## src/rtl/muldiv_sequencer.sv

```systemverilog
// RV32M multiply/divide unit for the execute stage: shift-add multiplier and restoring
// divider sharing one double-width accumulator, sequenced by a small FSM that stalls EX.
module muldiv_sequencer #(
  parameter int XLEN  = 32,
  parameter int CNT_W = 6
) (
  input  logic            clk,
  input  logic            reset,
  input  logic            Start,
  input  logic [2:0]      Funct3,
  input  logic [XLEN-1:0] SrcA,
  input  logic [XLEN-1:0] SrcB,
  input  logic            Flush,
  output logic [XLEN-1:0] Result,
  output logic            Busy,
  output logic            Done,
  output logic            Stall
);

  localparam logic [2:0] OP_MULH   = 3'b001;
  localparam logic [2:0] OP_MULHSU = 3'b010;
  localparam logic [2:0] OP_DIV    = 3'b100;
  localparam logic [2:0] OP_REM    = 3'b110;

  typedef enum logic [1:0] {
    IDLE = 2'd0,
    RUN  = 2'd1,
    DONE = 2'd2
  } state_t;

  state_t            state_r;
  logic [CNT_W-1:0]  cnt_r;
  logic [2:0]        op_r;
  logic [XLEN-1:0]   opb_r;
  logic [2*XLEN-1:0] acc_r;
  logic              neg_r;

  logic              sgn_a_s;
  logic              sgn_b_s;
  logic [XLEN-1:0]   mag_a_s;
  logic [XLEN-1:0]   mag_b_s;
  logic              neg_s;
  logic              div_zero_s;
  logic              div_ovf_s;
  logic [XLEN-1:0]   special_s;
  logic [XLEN:0]     add_s;
  logic [XLEN:0]     shift_s;
  logic [XLEN:0]     diff_s;
  logic [2*XLEN-1:0] step_s;
  logic [2*XLEN-1:0] prod_s;
  logic [XLEN-1:0]   quot_rem_s;
  logic [XLEN-1:0]   final_s;

  // Operand decode: magnitudes, result sign and the cases that skip iteration
  always_comb begin
    sgn_a_s = ((Funct3 == OP_MULH) || (Funct3 == OP_MULHSU) ||
               (Funct3 == OP_DIV)  || (Funct3 == OP_REM)) && SrcA[XLEN-1];
    sgn_b_s = ((Funct3 == OP_MULH) || (Funct3 == OP_DIV) ||
               (Funct3 == OP_REM)) && SrcB[XLEN-1];
    mag_a_s = sgn_a_s ? -SrcA : SrcA;
    mag_b_s = sgn_b_s ? -SrcB : SrcB;
    // A remainder follows the dividend's sign only
    neg_s   = (Funct3 == OP_REM) ? sgn_a_s : (sgn_a_s ^ sgn_b_s);
    div_zero_s = Funct3[2] && (SrcB == '0);
    div_ovf_s  = ((Funct3 == OP_DIV) || (Funct3 == OP_REM)) &&
                 (SrcA == {1'b1, {(XLEN-1){1'b0}}}) && (SrcB == '1);
    if (div_zero_s) begin
      special_s = Funct3[1] ? SrcA : '1;
    end else if (div_ovf_s) begin
      special_s = Funct3[1] ? '0 : SrcA;
    end else begin
      special_s = '0;
    end
  end

  // One iteration of the active algorithm plus the sign-corrected final result
  always_comb begin
    add_s   = {1'b0, acc_r[2*XLEN-1:XLEN]} + (acc_r[0] ? {1'b0, opb_r} : '0);
    shift_s = {acc_r[2*XLEN-1:XLEN], acc_r[XLEN-1]};
    diff_s  = shift_s - {1'b0, opb_r};
    // Upper half holds the partial remainder, lower half shifts dividend out and quotient in
    if (op_r[2]) begin
      if (diff_s[XLEN]) begin
        step_s = {shift_s[XLEN-1:0], acc_r[XLEN-2:0], 1'b0};
      end else begin
        step_s = {diff_s[XLEN-1:0], acc_r[XLEN-2:0], 1'b1};
      end
    end else begin
      step_s = {add_s, acc_r[XLEN-1:1]};
    end
    prod_s     = neg_r ? -step_s : step_s;
    quot_rem_s = op_r[1] ? step_s[2*XLEN-1:XLEN] : step_s[XLEN-1:0];
    if (op_r[2]) begin
      final_s = neg_r ? -quot_rem_s : quot_rem_s;
    end else if (op_r[1:0] == 2'b00) begin
      final_s = prod_s[XLEN-1:0];
    end else begin
      final_s = prod_s[2*XLEN-1:XLEN];
    end
  end

  // Sequencer FSM with datapath registers and registered outputs
  always_ff @(posedge clk or posedge reset) begin
    if (reset) begin
      state_r <= IDLE;
      cnt_r   <= '0;
      op_r    <= 3'b000;
      opb_r   <= '0;
      acc_r   <= '0;
      neg_r   <= 1'b0;
      Result  <= '0;
      Busy    <= 1'b0;
      Done    <= 1'b0;
    end else begin
      case (state_r)
        IDLE: begin
          Done <= 1'b0;
          if (Start && !Flush) begin
            op_r  <= Funct3;
            opb_r <= mag_b_s;
            neg_r <= neg_s;
            cnt_r <= '0;
            acc_r <= {{XLEN{1'b0}}, mag_a_s};
            Busy  <= 1'b1;
            if (div_zero_s || div_ovf_s) begin
              state_r <= DONE;
              Done    <= 1'b1;
              Result  <= special_s;
            end else begin
              state_r <= RUN;
            end
          end
        end
        RUN: begin
          if (Flush) begin
            state_r <= IDLE;
            Busy    <= 1'b0;
            cnt_r   <= '0;
          end else begin
            acc_r <= step_s;
            cnt_r <= cnt_r + CNT_W'(1);
            if (cnt_r == CNT_W'(XLEN-1)) begin
              state_r <= DONE;
              Done    <= 1'b1;
              Result  <= final_s;
            end
          end
        end
        DONE: begin
          state_r <= IDLE;
          Busy    <= 1'b0;
          Done    <= 1'b0;
        end
        default: begin
          state_r <= IDLE;
          Busy    <= 1'b0;
          Done    <= 1'b0;
        end
      endcase
    end
  end

  assign Stall = (Busy || (Start && (state_r == IDLE))) && !Done;

endmodule

```

## config.mk

```make
export PLATFORM = sky130hd
export DESIGN_NAME = muldiv_sequencer
export DESIGN_NICKNAME = d
export VERILOG_FILES = /design/src/rtl/muldiv_sequencer.sv
export SDC_FILE = /design/constraint.sdc
export NUM_CORES = 1
export LEC_CHECK = 0
export ABC_AREA = 1
export CAP_MARGIN = 0
export CELL_PAD_IN_SITES_DETAIL_PLACEMENT = 0
export CELL_PAD_IN_SITES_GLOBAL_PLACEMENT = 1
export CORE_MARGIN = 2
export CORE_UTILIZATION = 46
export CTS_CLUSTER_DIAMETER = 120
export DETAILED_ROUTE_END_ITERATION = 8
export GPL_TIMING_DRIVEN = 0
export PLACE_DENSITY = 0.85
export SYNTH_ARGS = -nofsm -noshare
export SYNTH_HDL_FRONTEND = slang
export SYNTH_SLANG_ARGS = --single-unit
export TNS_END_PERCENT = 10
```

## constraint.sdc

```tcl
create_clock -name clk -period 11.8 [get_ports clk]
set_input_delay 1.18 -clock clk [delete_from_list [all_inputs] [get_ports clk]]
set_output_delay 1.18 -clock clk [all_outputs]
set_load 0.01 [all_outputs]
```

# After elaboration in Yosys (flattened, before gate mapping)
# Cells that the tools add are included.
totals:
  regBits: 142
  elab_cells: 99
  input_bits: 71
op_classes:
  muxes: 39
  bitwise: 1
  reduce_logical: 29
  n_addsub: 7
  eq_ne: 14
op_table:
  columns: ["cell", "n"]
  rows:
  - ["$mux 32", 15]
  - ["$mux 64", 5]
  - ["$pmux 64 s2", 1]
  - ["$neg 32->32", 3]
  - ["$eq 32x32->1 const B", 2]
  - ["$neg 64->64", 1]
  - ["$pmux 32 s2", 1]
  - ["$add 32x32->33", 1]
  - ["$sub 33x32->33", 1]
  - ["$logic_not 32->1", 1]
  - ["$mux 6", 2]
  - ["$pmux 6 s2", 1]
  - ["$ne 2x2->1 const B", 5]
  - ["$reduce_and 2->1", 5]
  - ["$logic_and 1x1->1", 8]
  - ["$logic_or 1x1->1", 8]
  - ["$mux 2", 4]
  - ["$mux 1", 7]
  - ["$add 6x1->6 const B", 1]
  - ["$eq 3x3->1 const B", 2]
  - ["$eq 6x5->1 const B", 1]
  - ["$reduce_and 5->1", 1]
  - ["$logic_not 2->1", 2]
  - ["$pmux 1 s2", 2]
  - ["9 further kinds", 10]

# Longest topological paths before layout
# Gate-level depths: netlist (run 1).
logic_depth:
  depth_word: 10
  ltp_mapped: 39
  ltp_nobuf: 39

# Worst setup path after synthesis (run 1)
# OpenSTA, ideal clock, no wires.
synth_timing:
  kind: "register to register"
  startpoint: "register opb_r[0]"
  endpoint: "register Result[10]"
  required_time_ns: 11.682
  slack_ns: 7.774
  period_less_slack_ns: 4.026
  stages_incl_launch_ff: 34
  setup_time_ns: 0.118
  arrival_ns: 3.909
  cell_sequence: "dfrtp_1 > ha_1 > fa_1 > inv_1 > nand2_1 > nand2_1 > nand3_1 > nand2_2 > nand2_2 > nand2_4 > nand2_4 > nand3_2 > nand2_4 > nand2_2 > nand2_2 > inv_2 > ha_1 > nand3_1 > nor2_1 > nand2_1 > nor2_4 > nand3_2 > nor2_2 > nand4_1 > nor2_2 > nand4_1 > nand3b_4 > o21ai_2 > xor2_1 > nand2_1 > nand2_1 > nand2_1 > a21oi_1 > nor2_1"
synth_between:
  elab_chain_cells: 10
synth_lines:
  columns: ["element", "line_no", "text"]
  rows:
  - ["start, declared", "34", "logic [XLEN-1:0] opb_r;"]
  - ["start signal, assigned", "120", "opb_r <= mag_b_s;"]
  - ["$sub 33x32->33 or $mux 32 (tied branches)", "80, 78", null]
  - ["$mux 64 or $add 32x32->33 (tied branches)", "83, 78", null]
  - ["$mux 64 (*)", "82", "if (op_r[2]) begin"]
  - ["$neg 64->64 or $mux 32 (tied branches)", "91, 92", null]
  - ["$mux 64 or $neg 32->32 (tied branches)", "91, 94", null]
  - ["$mux 32 (on tied branches)", "95, 94", null]
  - ["$mux 32 (*)", "93", "if (op_r[2]) begin"]
  - ["$mux 32 (*)", "142", "if (cnt_r == CNT_W'(XLEN-1)) begin"]
  - ["$mux 32 (*)", "135", "if (Flush) begin"]
  - ["$pmux 32 s2 (*)", "115", "case (state_r)"]
  - ["end signal, assigned", "128", "Result <= special_s;"]
  - ["end signal, assigned", "145", "Result <= final_s;"]
  - ["end, declared", "14", "output logic [XLEN-1:0] Result,"]
# Every way passes the cells marked *; elsewhere a longest branch is shown, timed or not. The select of a mux whose other input is x is not followed.
# A chain may end at the register's enable or synchronous reset.

# Final worst setup path (run 1)
layout_timing:
  startpoint: "register opb_r[23]"
  endpoint: "register Result[10]"
layout_between:
  elab_chain_cells: 10
layout_lines:
  columns: ["element", "line_no", "text"]
  rows:
  - ["$sub 33x32->33 (*)", "80", "diff_s = shift_s - {1'b0, opb_r};"]
  - ["$mux 64 (*)", "83", "if (diff_s[XLEN]) begin"]
  - ["$mux 64 (*)", "82", null]
  - ["$neg 64->64 or $mux 32 (tied branches)", "91, 92", null]
  - ["$mux 64 or $neg 32->32 (tied branches)", "91, 94", null]
  - ["$mux 32 (on tied branches)", "95, 94", null]
  - ["$mux 32 (*)", "93", null]
  - ["$mux 32 (*)", "142", null]
  - ["$mux 32 (*)", "135", null]
  - ["$pmux 32 s2 (*)", "115", null]
# Marked as above.

==> impl_metrics.csv, run 1 <==
group,metric,value,unit
setup_path,cpMostUsedCell,"nand2_1",
route,drtIter0Drc,2310,
die,dieArea,0.0409,sq mm
finish,multiInputGateArea,0.0123,sq mm
hold_path,holdPathEnd,"Result[15]",
die,fp.coreArea,0.0387,sq mm
finish,antennaDiodeCount,0,
yosys,ys_ff_latch,142,
hold_path,hold_path_class,"register to register",
yosys,syn-instance-count,3153,
cts,clk_pin_slew,70,ps
sta,rsz0062_at_grt,"false",
finish,syn_to_final_growth,12.8,%
yosys,synthArstFlopShare,100,%
cts,clock-root-buffer,"clkbuf_16",
hold_path,holdPathStages,2,
sta,setup_viol,0,
yosys,yosysSeqAreaShare,19.7,%
yosys,synth_compound_area_share,16.3,%
setup_path,required,12160,ps
setup_path,r2r_slack,6110,ps
setup_path,slowest_delay,550,ps
global_route,grt_pass1_wl,121,mm
route,via_per_inst,5.73,
setup_path,slowest_stage,"dfrtp_1",
cts,cts_tree,"done",
setup_path,endpoint_kind,"register",
cts,clk_latency,480,ps
sta,worst_pin_slew,1550,ps
yosys,synthDistinctLibCells,54,
die,chipHeight,202,um
route,firstDrtPassIters,6,
die,initial_core_util,46.6,%
finish,drive_gt1_share,7.29,%
setup_path,critical_path_class,"register to register",
sta,fin_crit,5690,ps
job,maxCapViolCount,2,
sta,hold_viol_final,0,
sta,min_period_over_period,48.2,%
route,vias,21827,
placement,dp_hpwl,66.5,mm
run_status,violations,"capacitance limit, slew limit",
placement,portBuffers,105,
hold_path,hp-start,"Result[15]",
die,rows,72,
sta,slew_headroom,-4.35,%
die,fp.dieW,202,um
cts,cts.sinks,142,
cts,ctsLongestPathBuffers,2,
route,drc,0,
setup_path,r2r_end,"Result[10]",
sta,maxSlewViolCount,8,
setup_path,path_delay_family,"simple AND/OR/NAND/NOR gates",
yosys,synth-edff-count,0,
setup_path,r2r_cells,30,
route,drtAntennaViolNets,0,
yosys,yosys.area_share.adder,5.07,%
yosys,synthXorXnorAreaFrac,4.03,%
yosys,avgSynthCellArea,5.73,sq um
sta,timing.fmax,176,MHz
route,wl,80.8,mm
cts,post_cts_buffers,0,
setup_path,startpoint_type,"register",
yosys,synth_top_family_by_area,"simple AND/OR/NAND/NOR gates",
setup_path,cp_num_buf_inv,2,
global_route,antenna_found_initial,1,
route,wire_per_inst,21.2,um
sta,setup-tns-final,0,ps
yosys,ys.flop_type,"dfrtp_1",
global_route,grt.total_usage,39.2,%
sta,fin_skew,14.0,ps
yosys,synth.area.mux_share,0,%
yosys,syn_nets,3296,
setup_path,arrival,6050,ps
setup_path,cp_max_fo,10,
die,ioPinCount,106,
finish,nFillCells,4165,
finish,fin_nets,3421,
cts,cts_resized,0,
placement,place.gp.congestion,1.02,
global_route,grt-ovfl-total,0,
cts,ctsHtreeMaxLevel,4,
global_route,grt_max_degree,91,
cts,cts_buffers,17,
run_status,status,"finished, violations left",
cts,postCtsHoldBufs,0,
setup_path,reg2reg_from,"opb_r[23]",
yosys,synthSimpleGateAreaFrac,42.7,%
finish,regArea,0.00355,sq mm
yosys,syn-cell-area,0.0181,sq mm
global_route,grt_pass1_vias,20247,
yosys,ys_warn_count,0,
-- how the worst max path moves through the flow --
stage,start,endpoint,slack [ps],cells after the start
finish,opb_r[23],Result[10],6110,30
global route,opb_r[27],Result[26],5890,33
global placement,reset,Result[28],4700,2
CTS,acc_r[31],Result[10],6360,34
floorplan,reset,Busy,6810,1
detailed placement,acc_r[31],Result[10],6390,34
-- per-layer routing --
metal,wire (um),global-route usage (%)
met5,0,0
met4,2720,14.1
met3,9320,10.3
met2,33200,57.7
met1,35500,55.1
-- per-stage QoR --
stage               util, %  hold WS (ps)  setup slack, ps  instances  cell area [sq um]
global route           52.6           539             5890       3809              20400
floorplan                 -           454             6810       3153              18100
detailed placement     51.1           503             6390       3777              19800
CTS                    52.6           517             6360       3809              20400
global placement       51.0           495             4700       3776              19800
finish                 52.6           519             6110       3809              20400
-- sequential cells by signal (all words and copies together) (netlist names) --
signal / flops
Done: 1
opb_r: 32
cnt_r: 6
state_r: 2
acc_r: 64
Busy: 1
op_r: 3
Result: 32
neg_r: 1
-- cell families (layout without fill, tap and decap cells) --
logic type                 after synthesis  count (layout)
AOI/OAI and AO/OA                      529             529
DFF                                    142             142
xor gates and xnor gates                83              83
and+or+nand+nor                       1774            1774
adders and majority gates               72              72
buffers and inverters                  553             691
-- area by class of cell --
type / instances / share of cell area (%)
clock inverters: 15 / 0.719
well taps: 518 / 3.18
repair buffers: 106 / 5.30
multi-input cells: 2458 / 60.4
inverters: 447 / 8.27
flip-flops and latches: 142 / 17.5
clock buffers: 17 / 2.09
plain buffers: 106 / 2.63
-- layout by cell type (no fill, tap or decap), types with 10 or more instances in the layout --
cell type	count
or2_2	11
nor2_2	20
xnor2_1	10
clkdlybuf4s50_1	105
o21ai_0	256
a31oi_1	12
nor3_2	10
clkbuf_1	52
inv_1	429
a21oi_1	151
nor2_1	337
nand2_2	48
o221ai_1	14
ha_1	70
dfrtp_1	142
nand3b_1	14
o21bai_1	13
nor3_1	30
clkbuf_16	17
nand2_1	980
o21ai_1	15
o22ai_1	13
inv_2	16
o211ai_1	14
xor2_1	73
nand4_1	33
nand3_2	18
nand3_1	241
buf_2	32
-- synthesized netlist by cell type, drive strengths merged (13+ instances only) --
library cell	n	area share, %
nand2	1037	23
nor2	363	8.1
o21ai	274	7.7
inv	446	9.3
nand3	260	7.8
nand3b	15	0.69
ha	70	4.9
nor3	42	1.6
xor2	73	3.5
a21oi	161	4.7
o21bai	13	0.54
o221ai	14	0.68
o211ai	14	0.58
o22ai	13	0.45
dfrtp	142	20
clkbuf	52	1.1
buf	54	1.9
nand4	33	1.1
-- worst min-delay path: stages, from the launching register on --
cell and delay [ps]:
dfrtp_1 340, nor2_1 50, a21oi_2 90
Power of run 1 is left out: the tool's default activity adds up to more than one toggle a clock period on the data nets, which glitch-free logic cannot reach.
==> inputs of run 2 (changes only) <==
--- a/config.mk
+++ b/config.mk
@@ -10,11 +10,11 @@
 export CELL_PAD_IN_SITES_DETAIL_PLACEMENT = 0
 export CELL_PAD_IN_SITES_GLOBAL_PLACEMENT = 1
 export CORE_MARGIN = 2
-export CORE_UTILIZATION = 46
+export CORE_UTILIZATION = 39
 export CTS_CLUSTER_DIAMETER = 120
 export DETAILED_ROUTE_END_ITERATION = 8
 export GPL_TIMING_DRIVEN = 0
-export PLACE_DENSITY = 0.85
+export PLACE_DENSITY = 0.76
 export SYNTH_ARGS = -nofsm -noshare
 export SYNTH_HDL_FRONTEND = slang
 export SYNTH_SLANG_ARGS = --single-unit
==> constraint.sdc (replaced) <==
create_clock -name clk -period 4.71 [get_ports clk]
set_input_delay 0.471 -clock clk [delete_from_list [all_inputs] [get_ports clk]]
set_output_delay 0.471 -clock clk [all_outputs]
set_load 0.01 [all_outputs]
==> impl_metrics.csv, run 2 (synthesis gave the netlist of run 1 again) <==
group,metric,value,unit
run_status,status,"finished, violations left",
run_status,violations,"capacitance limit, setup timing",
sta,timing.fmax,209,MHz
setup_path,endpoint_kind,"register",
sta,hold_viol_final,0,
setup_path,reg2reg_from,"opb_r[24]",
cts,clock-root-buffer,"clkbuf_16",
cts,clk_latency,470,ps
placement,place.gp.congestion,1.03,
setup_path,slowest_stage,"dfrtp_2",
finish,final_cell_mix,"959 x nand2_1, 419 x inv_1, 327 x nor2_1",
route,drtAntennaViolNets,0,
global_route,grt.total_usage,36.7,%
setup_path,cp_max_fo,5,
die,fp.dieW,219,um
die,rows,78,
route,via_per_inst,5.57,
sta,min_period_over_period,102,%
finish,fin_nets,3487,
sta,fin_crit,4790,ps
cts,clk_pin_slew,80,ps
sta,whs,494,ps
die,initial_core_util,39.6,%
finish,syn_to_final_growth,19.4,%
job,maxCapViolCount,1,
sta,maxSlewViolCount,0,
sta,fin_skew,11.9,ps
setup_path,slowest_delay,500,ps
global_route,use_met3,7.98,%
global_route,grt-ovfl-total,0,
setup_path,required,5070,ps
finish,mostFrequentLayoutCell,"nand2_1",
route,wire_per_inst,22.3,um
global_route,grt_use_met1,53.7,%
setup_path,startpoint_type,"register",
die,fp.coreArea,0.0456,sq mm
finish,drive_gt1_share,12.1,%
cts,cts_tree,"done",
placement,dp_hpwl,71.3,mm
global_route,top_usage_layer,"met1",
hold_path,hold_path_class,"input pin to async pin",
global_route,grt_max_degree,73,
global_route,grt_pass1_vias,20712,
setup_path,r2r_cells,31,
placement,portBuffers,105,
setup_path,r2r_end,"Result[10]",
die,dieArea,0.0480,sq mm
sta,worst_pin_slew,1480,ps
finish,nFillCells,4951,
sta,rsz0062_at_grt,"true",
route,wl,88.1,mm
route,drc,0,
global_route,antenna_found_initial,2,
cts,ctsLongestPathBuffers,2,
global_route,grt_pass1_wl,129,mm
route,firstDrtPassIters,7,
finish,multiInputGateArea,0.0128,sq mm
sta,setup_viol,6,
route,drtIter0Drc,2502,
setup_path,r2r_slack,-80,ps
die,chipHeight,219,um
finish,antennaDiodeCount,0,
global_route,met2_usage,53.5,%
finish,reg_top3,"acc_r: 64 flops, Result: 32 flops, opb_r: 32 flops",
die,ioPinCount,106,
cts,postCtsHoldBufs,0,
finish,regMostFlops,"acc_r",
cts,ctsHtreeMaxLevel,4,
finish,largest_register_ffs,64,
sta,slew_headroom,0.583,%
route,vias,22029,
cts,cts.sinks,142,
sta,fin_ws,-77.5,ps
setup_path,arrival,5150,ps
setup_path,cpMostUsedCell,"nor2_4",
finish,regArea,0.00358,sq mm
setup_path,critical_path_class,"register to register",
cts,cts_buffers,17,
## run 2: cell types whose count changed in the layout (fill, tap and decap cells not counted), sizes merged
| cell | change |
|---|---|
| clkinv | -1 |
| inv | +1 |
| clkbuf | +1 |
| buf | +65 |
## run 2: critical path: cells and delay by family, from the launching register on
| kind | cells | cell delay, ps |
|---|---|---|
| buf+inv | 4 | 470 |
| compound gates | 3 | 510 |
| flops | 1 | 500 |
| xor+xnor | 1 | 170 |
| simple gates | 21 | 2560 |
| fa+ha+maj | 2 | 450 |
## run 2: cell type report
| class | count | share of cell area [%] |
|---|---|---|
| plain buffers | 105 | 2.48 |
| clock buffers | 17 | 1.97 |
| clock inverters | 15 | 0.830 |
| inverters | 447 | 7.82 |
| multi-input cells | 2458 | 59.5 |
| flip-flops and latches | 142 | 16.6 |
| well taps | 600 | 3.48 |
| repair buffers | 173 | 7.34 |
## run 2: through the flow
stage	area, sq um	setup slack [ps]	std cells	utilization (%)	setup TNS, ps
6_report	21600	-77.5	3957	47.3	-226
4_1_cts	21200	-67.2	3938	46.4	-189
3_3_place_gp	19900	-1880	3858	43.6	-272930
3_5_place_dp	19900	-813	3859	43.6	-11430
5_1_grt	21600	-268	3957	47.3	-2600
2_1_floorplan	18100	429	3153	-	0
## run 2: how the worst max path moves through the flow
stage,cells past startpoint,from,to
6_report,31,opb_r[24],Result[10]
3_5_place_dp,33,opb_r[19],Result[10]
4_1_cts,33,opb_r[0],Result[10]
5_1_grt,33,opb_r[0],Result[26]
3_3_place_gp,2,reset,Result[28]
2_1_floorplan,1,reset,Busy
## run 2: metal layers
| layer | routed length (um) | share of wire, % |
|---|---|---|
| met1 | 40200 | 46 |
| met2 | 36200 | 41 |
| met3 | 9190 | 10 |
| met4 | 2540 | 2.9 |
| met5 | 0 | 0 |
## run 2: what timing repair did
| item | CTS | global route |
|---|---|---|
| pin swaps | 23 | 34 |
| endpoints found under the hold margin | 0 | 0 |
| endpoints found under the setup margin | 26 | 29 |
| setup buffers | 47 | 18 |
| gates resized for setup | 79 | 67 |
Power of run 2 is left out for the same reason.
